File: config.mk
export PLATFORM = sky130hd
export DESIGN_NAME = controle_id_rf
export DESIGN_NICKNAME = d
export VERILOG_FILES = /design/src/rtl/controle_id_rf.sv
export SDC_FILE = /design/constraint.sdc
export NUM_CORES = 1
export LEC_CHECK = 0
export CORE_MARGIN = 1
export CORE_UTILIZATION = 45
export CTS_BUF_LIST = sky130_fd_sc_hd__clkbuf_4
export DETAILED_ROUTE_END_ITERATION = 8
export GPL_TIMING_DRIVEN = 0
export PLACE_DENSITY = 0.92
export REMOVE_ABC_BUFFERS = 1
export SLEW_MARGIN = 15
export SYNTH_ARGS = -nofsm -noshare
export SYNTH_HDL_FRONTEND = slang
export SYNTH_SLANG_ARGS = --single-unit
export TNS_END_PERCENT = 20
File: constraint.sdc
create_clock -name clock -period 2.1 [get_ports clock]
set_input_delay 0.42 -clock clock [delete_from_list [all_inputs] [get_ports clock]]
set_output_delay 0.42 -clock clock [all_outputs]
set_load 0.02 [all_outputs]
File: src/rtl/controle_id_rf.sv
// controle_id_rf: multicycle control for the ID/RF stage.
// Takes one 16-bit instruction per valid/ready handshake and steps it through
// OCIOSO -> DECOD -> EXEC -> {MEMORIA | ESCRITA | OCIOSO}. While it steps, the
// block drives the register bank, extender, ULA and data-memory controls.
//
// Handshake: instr_ready is high only in OCIOSO. An instruction is accepted on
// the rising edge where instr_valid & instr_ready. instr_valid is ignored while
// instr_ready is low; nothing is captured or queued. md_req/md_ack work the same
// way: md_req stays high for every MEMORIA cycle until md_ack or a timeout.
module controle_id_rf #(
   parameter int MD_TIMEOUT = 15  // MEMORIA cycles allowed before abort (1..255)
) (
   input  logic        clock,
   input  logic        reset_n,
   input  logic        instr_valid,
   input  logic [15:0] instr,
   output logic        instr_ready,
   input  logic        md_ack,
   output logic        BR_Hab_Escrita,
   output logic [2:0]  BR_Sel_E_SA,
   output logic [2:0]  BR_Sel_SB,
   output logic [1:0]  EXcontrole,
   output logic [10:0] EXconstante,
   output logic        controle,
   output logic [3:0]  ula_op,
   output logic        ula_src_b,
   output logic        md_req,
   output logic        md_we,
   output logic        pc_load,
   output logic        erro,
   output logic [2:0]  state_dbg
);

   typedef enum logic [2:0] {
      OCIOSO  = 3'd0,
      DECOD   = 3'd1,
      EXEC    = 3'd2,
      MEMORIA = 3'd3,
      ESCRITA = 3'd4
   } state_t;

   localparam logic [4:0] OP_NOP  = 5'h00;
   localparam logic [4:0] OP_ALU  = 5'h01;
   localparam logic [4:0] OP_ADDI = 5'h02;
   localparam logic [4:0] OP_LDI  = 5'h03;
   localparam logic [4:0] OP_LW   = 5'h04;
   localparam logic [4:0] OP_SW   = 5'h05;
   localparam logic [4:0] OP_JMP  = 5'h07;

   // Timer value in the last MEMORIA cycle allowed before the abort.
   localparam logic [7:0] TMO_LAST = 8'(MD_TIMEOUT - 1);

   state_t      state;
   state_t      next_state;
   logic [15:0] ir;
   logic [7:0]  timer;
   logic [4:0]  op;
   logic        op_legal;

   assign op        = ir[15:11];
   assign state_dbg = state;

   // Opcodes outside the defined set make DECOD raise erro.
   always_comb begin
      op_legal = 1'b0;
      case (op)
         OP_NOP, OP_ALU, OP_ADDI, OP_LDI, OP_LW, OP_SW, OP_JMP: op_legal = 1'b1;
         default: op_legal = 1'b0;
      endcase
   end

   // State register. Reset aborts any instruction in flight.
   always_ff @(posedge clock or negedge reset_n) begin
      if (!reset_n) state <= OCIOSO;
      else          state <= next_state;
   end

   // Instruction register. It loads only on the accept edge.
   always_ff @(posedge clock or negedge reset_n) begin
      if (!reset_n)                          ir <= 16'h0000;
      else if (state == OCIOSO && instr_valid) ir <= instr;
   end

   // MEMORIA cycle counter. It clears whenever the FSM is not waiting on memory.
   always_ff @(posedge clock or negedge reset_n) begin
      if (!reset_n)               timer <= 8'd0;
      else if (state == MEMORIA)  timer <= timer + 8'd1;
      else                        timer <= 8'd0;
   end

   // Next-state logic and the per-state strobes.
   always_comb begin
      next_state     = state;
      instr_ready    = 1'b0;
      BR_Hab_Escrita = 1'b0;
      controle       = 1'b0;
      md_req         = 1'b0;
      md_we          = 1'b0;
      pc_load        = 1'b0;
      erro           = 1'b0;
      case (state)
         OCIOSO: begin
            instr_ready = 1'b1;
            if (instr_valid) next_state = DECOD;
         end
         DECOD: begin
            if (op == OP_NOP) begin
               next_state = OCIOSO;
            end else if (!op_legal) begin
               erro       = 1'b1;
               next_state = OCIOSO;
            end else begin
               next_state = EXEC;
            end
         end
         EXEC: begin
            case (op)
               OP_LW, OP_SW: next_state = MEMORIA;
               OP_JMP: begin
                  pc_load    = 1'b1;
                  next_state = OCIOSO;
               end
               default: next_state = ESCRITA;
            endcase
         end
         MEMORIA: begin
            md_req = 1'b1;
            md_we  = (op == OP_SW);
            // If md_ack arrives in the timeout cycle, the ack is taken.
            if (md_ack) begin
               next_state = (op == OP_LW) ? ESCRITA : OCIOSO;
            end else if (timer == TMO_LAST) begin
               erro       = 1'b1;
               next_state = OCIOSO;
            end
         end
         ESCRITA: begin
            BR_Hab_Escrita = 1'b1;
            controle       = (op == OP_LW);
            next_state     = OCIOSO;
         end
         default: next_state = OCIOSO;
      endcase
   end

   // Decode of the captured instruction. These outputs hold steady from DECOD
   // until the FSM returns to OCIOSO, and they are zero while idle.
   always_comb begin
      BR_Sel_E_SA = 3'd0;
      BR_Sel_SB   = 3'd0;
      EXconstante = 11'd0;
      EXcontrole  = 2'b00;
      ula_op      = 4'h0;
      ula_src_b   = 1'b0;
      if (state != OCIOSO) begin
         BR_Sel_E_SA = ir[10:8];
         BR_Sel_SB   = ir[7:5];
         EXconstante = ir[10:0];
         case (op)
            OP_ALU: ula_op = ir[3:0];
            OP_ADDI: begin
               EXcontrole = 2'b01;
               ula_src_b  = 1'b1;
            end
            OP_LDI: begin
               ula_op    = 4'hF;
               ula_src_b = 1'b1;
            end
            OP_LW, OP_SW: begin
               EXcontrole = 2'b10;
               ula_src_b  = 1'b1;
            end
            OP_JMP: EXcontrole = 2'b11;
            default: ;
         endcase
      end
   end

endmodule
==> flow_summary.ini, run 1 <==
[yosys]
synthMostInstantiatedCell = dfrtp_1
yosysWarnings = 0
synth.area.top_cells = dfrtp_1, mux2_4, nor2b_1
synth_commonest_cells = dfrtp_1, nor2_1, nor2b_1
synth_seq_cells = 27
synth_edf_count = 0
synth_area_per_cell_sq_um = 10.79
syn_inst = 140
synth_area_sq_um = 1510
synth_ff_type = dfrtp_1
async_flop_share = 1.000
synth_top_cell_area_share = 0.4474
seq_area_frac_synth = 0.4474
synthDistinctLibCells = 38
synth_top_area_cell = dfrtp_1

[power_and_ir_drop]
p_leak_nw = 0.9507
internal_power_mw = 1.769
power_density_nw_per_um2 = 1448
power_switching_mw = 1.358
clock_power_share = 0.076
netSwitchingFraction = 0.4342
combinationalPowerShare = 0.628
ir_drop_uv = 966.8
power_frac_seq = 0.296

[sta]
finalMaxSlewViolations = 0
grt_setup_unrepaired = true
slew_headroom = 0.6111
worst_pin_slew_ps = 583.3
setup_viol = 6
final.setup.worst_slack_ps = -165.1
max_freq_mhz = 441.5
timing.final.crit_share = 1.079
fin_crit_ps = 2265
finClkSkew_ps = 8.223
holdWs_ps = 53.28
finalHoldViolations = 0

[layout]
nets = 223
fin_area_sq_um = 2160
antenna_cells = 0
syn_to_final_growth_pct = 43.00
drive_gt1_frac = 0.3700
fillers = 222

[global_routing]
grt_pass1_wl_mm = 6.147
grt_max_degree = 28
grtUsageTotal = 0.2330
grt_pass1_vias = 1275
grt-ovfl-total = 0
antenna_found_initial = 0

[detailed_routing]
drc = 0
initialDrtViolationCount = 94
avgViaCountPerCell = 5.307
dr.pass1.iters = 4
vias = 1295
drt-total-wl_mm = 3.902
ant_nets = 0
wl_per_cell_um = 15.99

[worst_setup_path]
crit_required_ps = 1680
setup.worst_path.end = ula_op[1]
crit_path_end_kind = output pin
criticalPathCategory = reg2out
crit_start = ir[15]
rrSetupSlack_ps = 210
r2r_end = ir[6]
r2r_start = state_dbg[1]
crit_arrival_ps = 1850
r2r_cells = 5
crit_path_start_kind = register
crit_fanout = 5

[place]
place_area_sq_um = 2001
portBuffers = 53
place_hpwl_mm = 2.689
gp_congestion = 0.9089

[clock_network]
cts_tree = done
cts_buffers = 3
insertion_delay_ps = 340
ctsRootBufferMaster = clkbuf_4
clockBufferDepth = 2
clock-sinks = 27
clk_pin_slew_ps = 150
cts_hold_buf = 0
htree_levels = 1

[floorplan]
pin_count = 54
row_count = 20
floorplan.initialDensity = 0.4828
core_area_sq_um = 3128
die-width_um = 59.93
die_area_sq_um = 3592
die_y_um = 59.93

[outcome]
violations = setup timing
status = finished with violations

[job]
cap_violations = 0

[hold_path]
hp-class = in2async
[flip-flops by register name (all words and copies together) (netlist names)]
name / flops
state_dbg: 3
ir: 16
timer: 8
[area by class of cell]
cell class              count  area, sq um  share of cell area
clock buffers               3        22.52             0.01043
clock inverters             1        7.507            0.003476
inverters                   3        11.26            0.005214
multi-input cells          98        788.3              0.3650
flip-flops and latches     27        685.7              0.3175
well taps                  44        55.05             0.02549
repair buffers             68        589.3              0.2729
[worst min path at each step]
stage / slack, ps / from / endpoint
2_1_floorplan: 120 / reset_n / ir[0]
3_3_place_gp: 490 / ir[4] / ir[4]
3_5_place_dp: 490 / ir[9] / ir[9]
4_1_cts: 520 / timer[0] / timer[0]
5_1_grt: 100 / reset_n / ir[0]
6_report: 50 / reset_n / ir[0]
[critical path: stages (launching register included)]
cell and delay (ps):
dfrtp_2 480, nor2_4 150, or4b_4 520, buf_6 150
nor2_4 80, buf_6 120
[power groups by stage]
stage          clock network (mW)  logic (mW)  registers (mW)
4_1_cts                     0.237        1.88           0.915
3_5_place_dp                    0        1.78           0.929
6_report                    0.237        1.96           0.927
3_3_place_gp                    0        1.73           0.905
5_1_grt                     0.252        2.08           0.954
2_1_floorplan                   0        1.04           0.891
[per-layer routing]
metal	vias up	GRT usage	share of wire
met1	638	0.2905	0.39
met3	10	0.03247	0.042
met4	0	0.07641	0.021
met2	48	0.4127	0.54
met5	-	0	0
li1	599	-	-
[cell families (layout without fill, tap and decap cells)]
logic type                 Yosys count  after routing  synth area share
buffers and inverters               15             75           0.07042
AOI/OAI and AO/OA                   14             14           0.05717
adders and majority gates            2              2           0.01657
muxes                               15             15            0.1342
xor gates and xnor gates             5              5           0.02900
DFF                                 27             27            0.4474
and+or+nand+nor                     62             62            0.2452
[cell usage in the layout (no fill, tap or decap), drive strengths merged, types with 5 or more instances in the layout]
cell type	n
nand2	7
nor2b	11
clkbuf	13
dlygate4sd2	6
o21ai	5
dfrtp	27
mux2	15
nor2	15
clkdlybuf4s50	21
nand3	5
clkdlybuf4s15	6
buf	25
[repair_timing]
action / in CTS / in global routing
endpoints found under the setup margin: 47 / 25
buffers inserted: 9 / 6
hold endpoints to repair: 0 / 0
pin swaps: 4 / 3
resized for setup: 82 / 38
[stage by stage]
stage | utilization | setup WS (ps) | total power, mW | setup TNS [ps] | instances
4_1_cts | 0.6804 | -181.7 | 3.029 | -645.1 | 238
5_1_grt | 0.6904 | -199.0 | 3.286 | -995.2 | 244
3_3_place_gp | 0.6396 | -265.3 | 2.636 | -6278 | 225
6_report | 0.6904 | -165.1 | 3.127 | -549.6 | 244
2_1_floorplan | - | -257.3 | 1.928 | -2009 | 128
3_5_place_dp | 0.6396 | -329.7 | 2.708 | -8925 | 225
(Power assumes the default switching activity.)
==> run 2, diff against run 1 <==
Settings changed: SKIP_LAST_GASP set to 1.
==> flow_summary.ini, run 2 (synthesis gave the netlist of run 1 again) <==
[sta]
tns_ps = -2688
finClkSkew_ps = 3.917
setup_viol = 28
grt_setup_unrepaired = true
max_freq_mhz = 428.1
timing.final.crit_share = 1.112
final.setup.worst_slack_ps = -236.0
worst_pin_slew_ps = 875.8
fin_crit_ps = 2336
slew_headroom = 0.4161
finalHoldViolations = 0
finalMaxSlewViolations = 0
holdWs_ps = 78.47

[clock_network]
cts_tree = done
htree_levels = 1
clock-sinks = 27
clockBufferDepth = 2
insertion_delay_ps = 330
cts_buffers = 3
ctsRootBufferMaster = clkbuf_4
clk_pin_slew_ps = 140
cts_hold_buf = 0

[worst_setup_path]
cp_slowest_cell = clkdlybuf4s50_1
path_delay_family = buffers and inverters
path_buf_inv = 1
slowest_delay_ps = 660
crit_required_ps = 1680
crit_path_end_kind = output pin
crit_chain = xnor2_1 > nor4_1 > clkdlybuf4s50_1
crit_start = ir[12]
crit_path_start_kind = register
crit_arrival_ps = 1920
criticalPathCategory = reg2out
r2r_start = state_dbg[1]
crit_fanout = 14

[place]
place_hpwl_mm = 2.689
portBuffers = 53
gp_congestion = 0.9089

[power_and_ir_drop]
ir_drop_uv = 1128
power_density_nw_per_um2 = 1483
p_leak_nw = 1.018

[job]
cap_violations = 0

[detailed_routing]
drt-total-wl_mm = 3.999
avgViaCountPerCell = 5.457
dr.pass1.iters = 4
drc = 0
initialDrtViolationCount = 97
ant_nets = 0
vias = 1326
wl_per_cell_um = 16.46

[global_routing]
grt_pass1_vias = 1300
grt_max_degree = 28
grt-ovfl-total = 0
antenna_found_initial = 0
grt_pass1_wl_mm = 6.134
grtUsageTotal = 0.2329

[layout]
antenna_cells = 0
drive_gt1_frac = 0.3015
layout_common_cells = clkdlybuf4s50_1, dfrtp_1, buf_4
fillers = 209
mostFrequentLayoutCell = clkdlybuf4s50_1
post-route-util = 0.7072
largest_register = ir
largest_reg_flops = 16
nets = 222
syn_to_final_growth_pct = 46.48

[floorplan]
core_area_sq_um = 3128
row_count = 20
die-width_um = 59.93
floorplan.initialDensity = 0.4828
die_y_um = 59.93
pin_count = 54
die_area_sq_um = 3592

[outcome]
status = finished with violations
violations = setup timing

[hold_path]
hp-class = in2async
## run 2: path summary, 6_finish.rpt
| check | slack, ps | end | cells past startpoint |
|---|---|---|---|
| worst max-delay path | -240 | ula_src_b | 3 |
| worst min-delay path | 80 | ir[0] | 1 |
| worst max register to register | -70 | ir[2] | 5 |
| worst min register to register | 520 | ir[5] | 1 |
| max in group asynchronous | 1590 | state_dbg[2] | 1 |
| min in group clock | 520 | ir[5] | 1 |
## run 2: stage by stage
step / worst slack, ps / cells / power [mW] / instance area [sq um]
floorplan: -257.3 / 128 / 1.928 / 1415
global placement: -265.3 / 225 / 2.636 / 2001
detailed placement: -329.7 / 225 / 2.708 / 2001
CTS: -241.8 / 238 / 3.169 / 2152
global route: -279.9 / 243 / 3.438 / 2212
finish: -236.0 / 243 / 3.280 / 2212
## run 2: area by class of cell
| class | count | area, sq um | area share |
|---|---|---|---|
| clock buffer | 3 | 22.52 | 0.01018 |
| clock inverter | 1 | 7.507 | 0.003394 |
| inverter | 3 | 11.26 | 0.005091 |
| multi-input combinational | 98 | 782.0 | 0.3535 |
| sequential | 27 | 685.7 | 0.3100 |
| tap | 44 | 55.05 | 0.02489 |
| timing repair buffer | 67 | 648.1 | 0.2930 |
## run 2: report_power, final
part           total (mW)  internal, mW  leakage, nW  switching [mW]
registers           0.928         0.715        0.330           0.213
clock network       0.228        0.0729       0.0139           0.155
logic                2.12          1.11        0.674            1.01
## run 2: worst reg2reg max path: cells and delay by family, from the launching register on
| family | cells | cell delay (ps) |
|---|---|---|
| buffers and inverters | 2 | 280 |
| AND/OR/NAND/NOR | 2 | 910 |
| flip-flops | 1 | 450 |
| multiplexers | 1 | 430 |
## run 2: timing repair
item                                    4_1_cts  5_1_grt
hold endpoints to repair                      0        0
resized for setup                            50       20
endpoints found under the setup margin       47       45
cloned                                        0        0
pin swaps                                     4        3
buffers inserted                              9        5
## run 2: metal layers
metal  wire length (um)  global-route usage  part of all wire  vias to the layer above
li1                   -                   -                 -                      596
met1               1548              0.2775              0.39                      639
met2               2102              0.4127              0.53                       75
met3                182             0.03463             0.046                       16
met4                165              0.1030             0.041                        0
met5                  0                   0                 0                        -
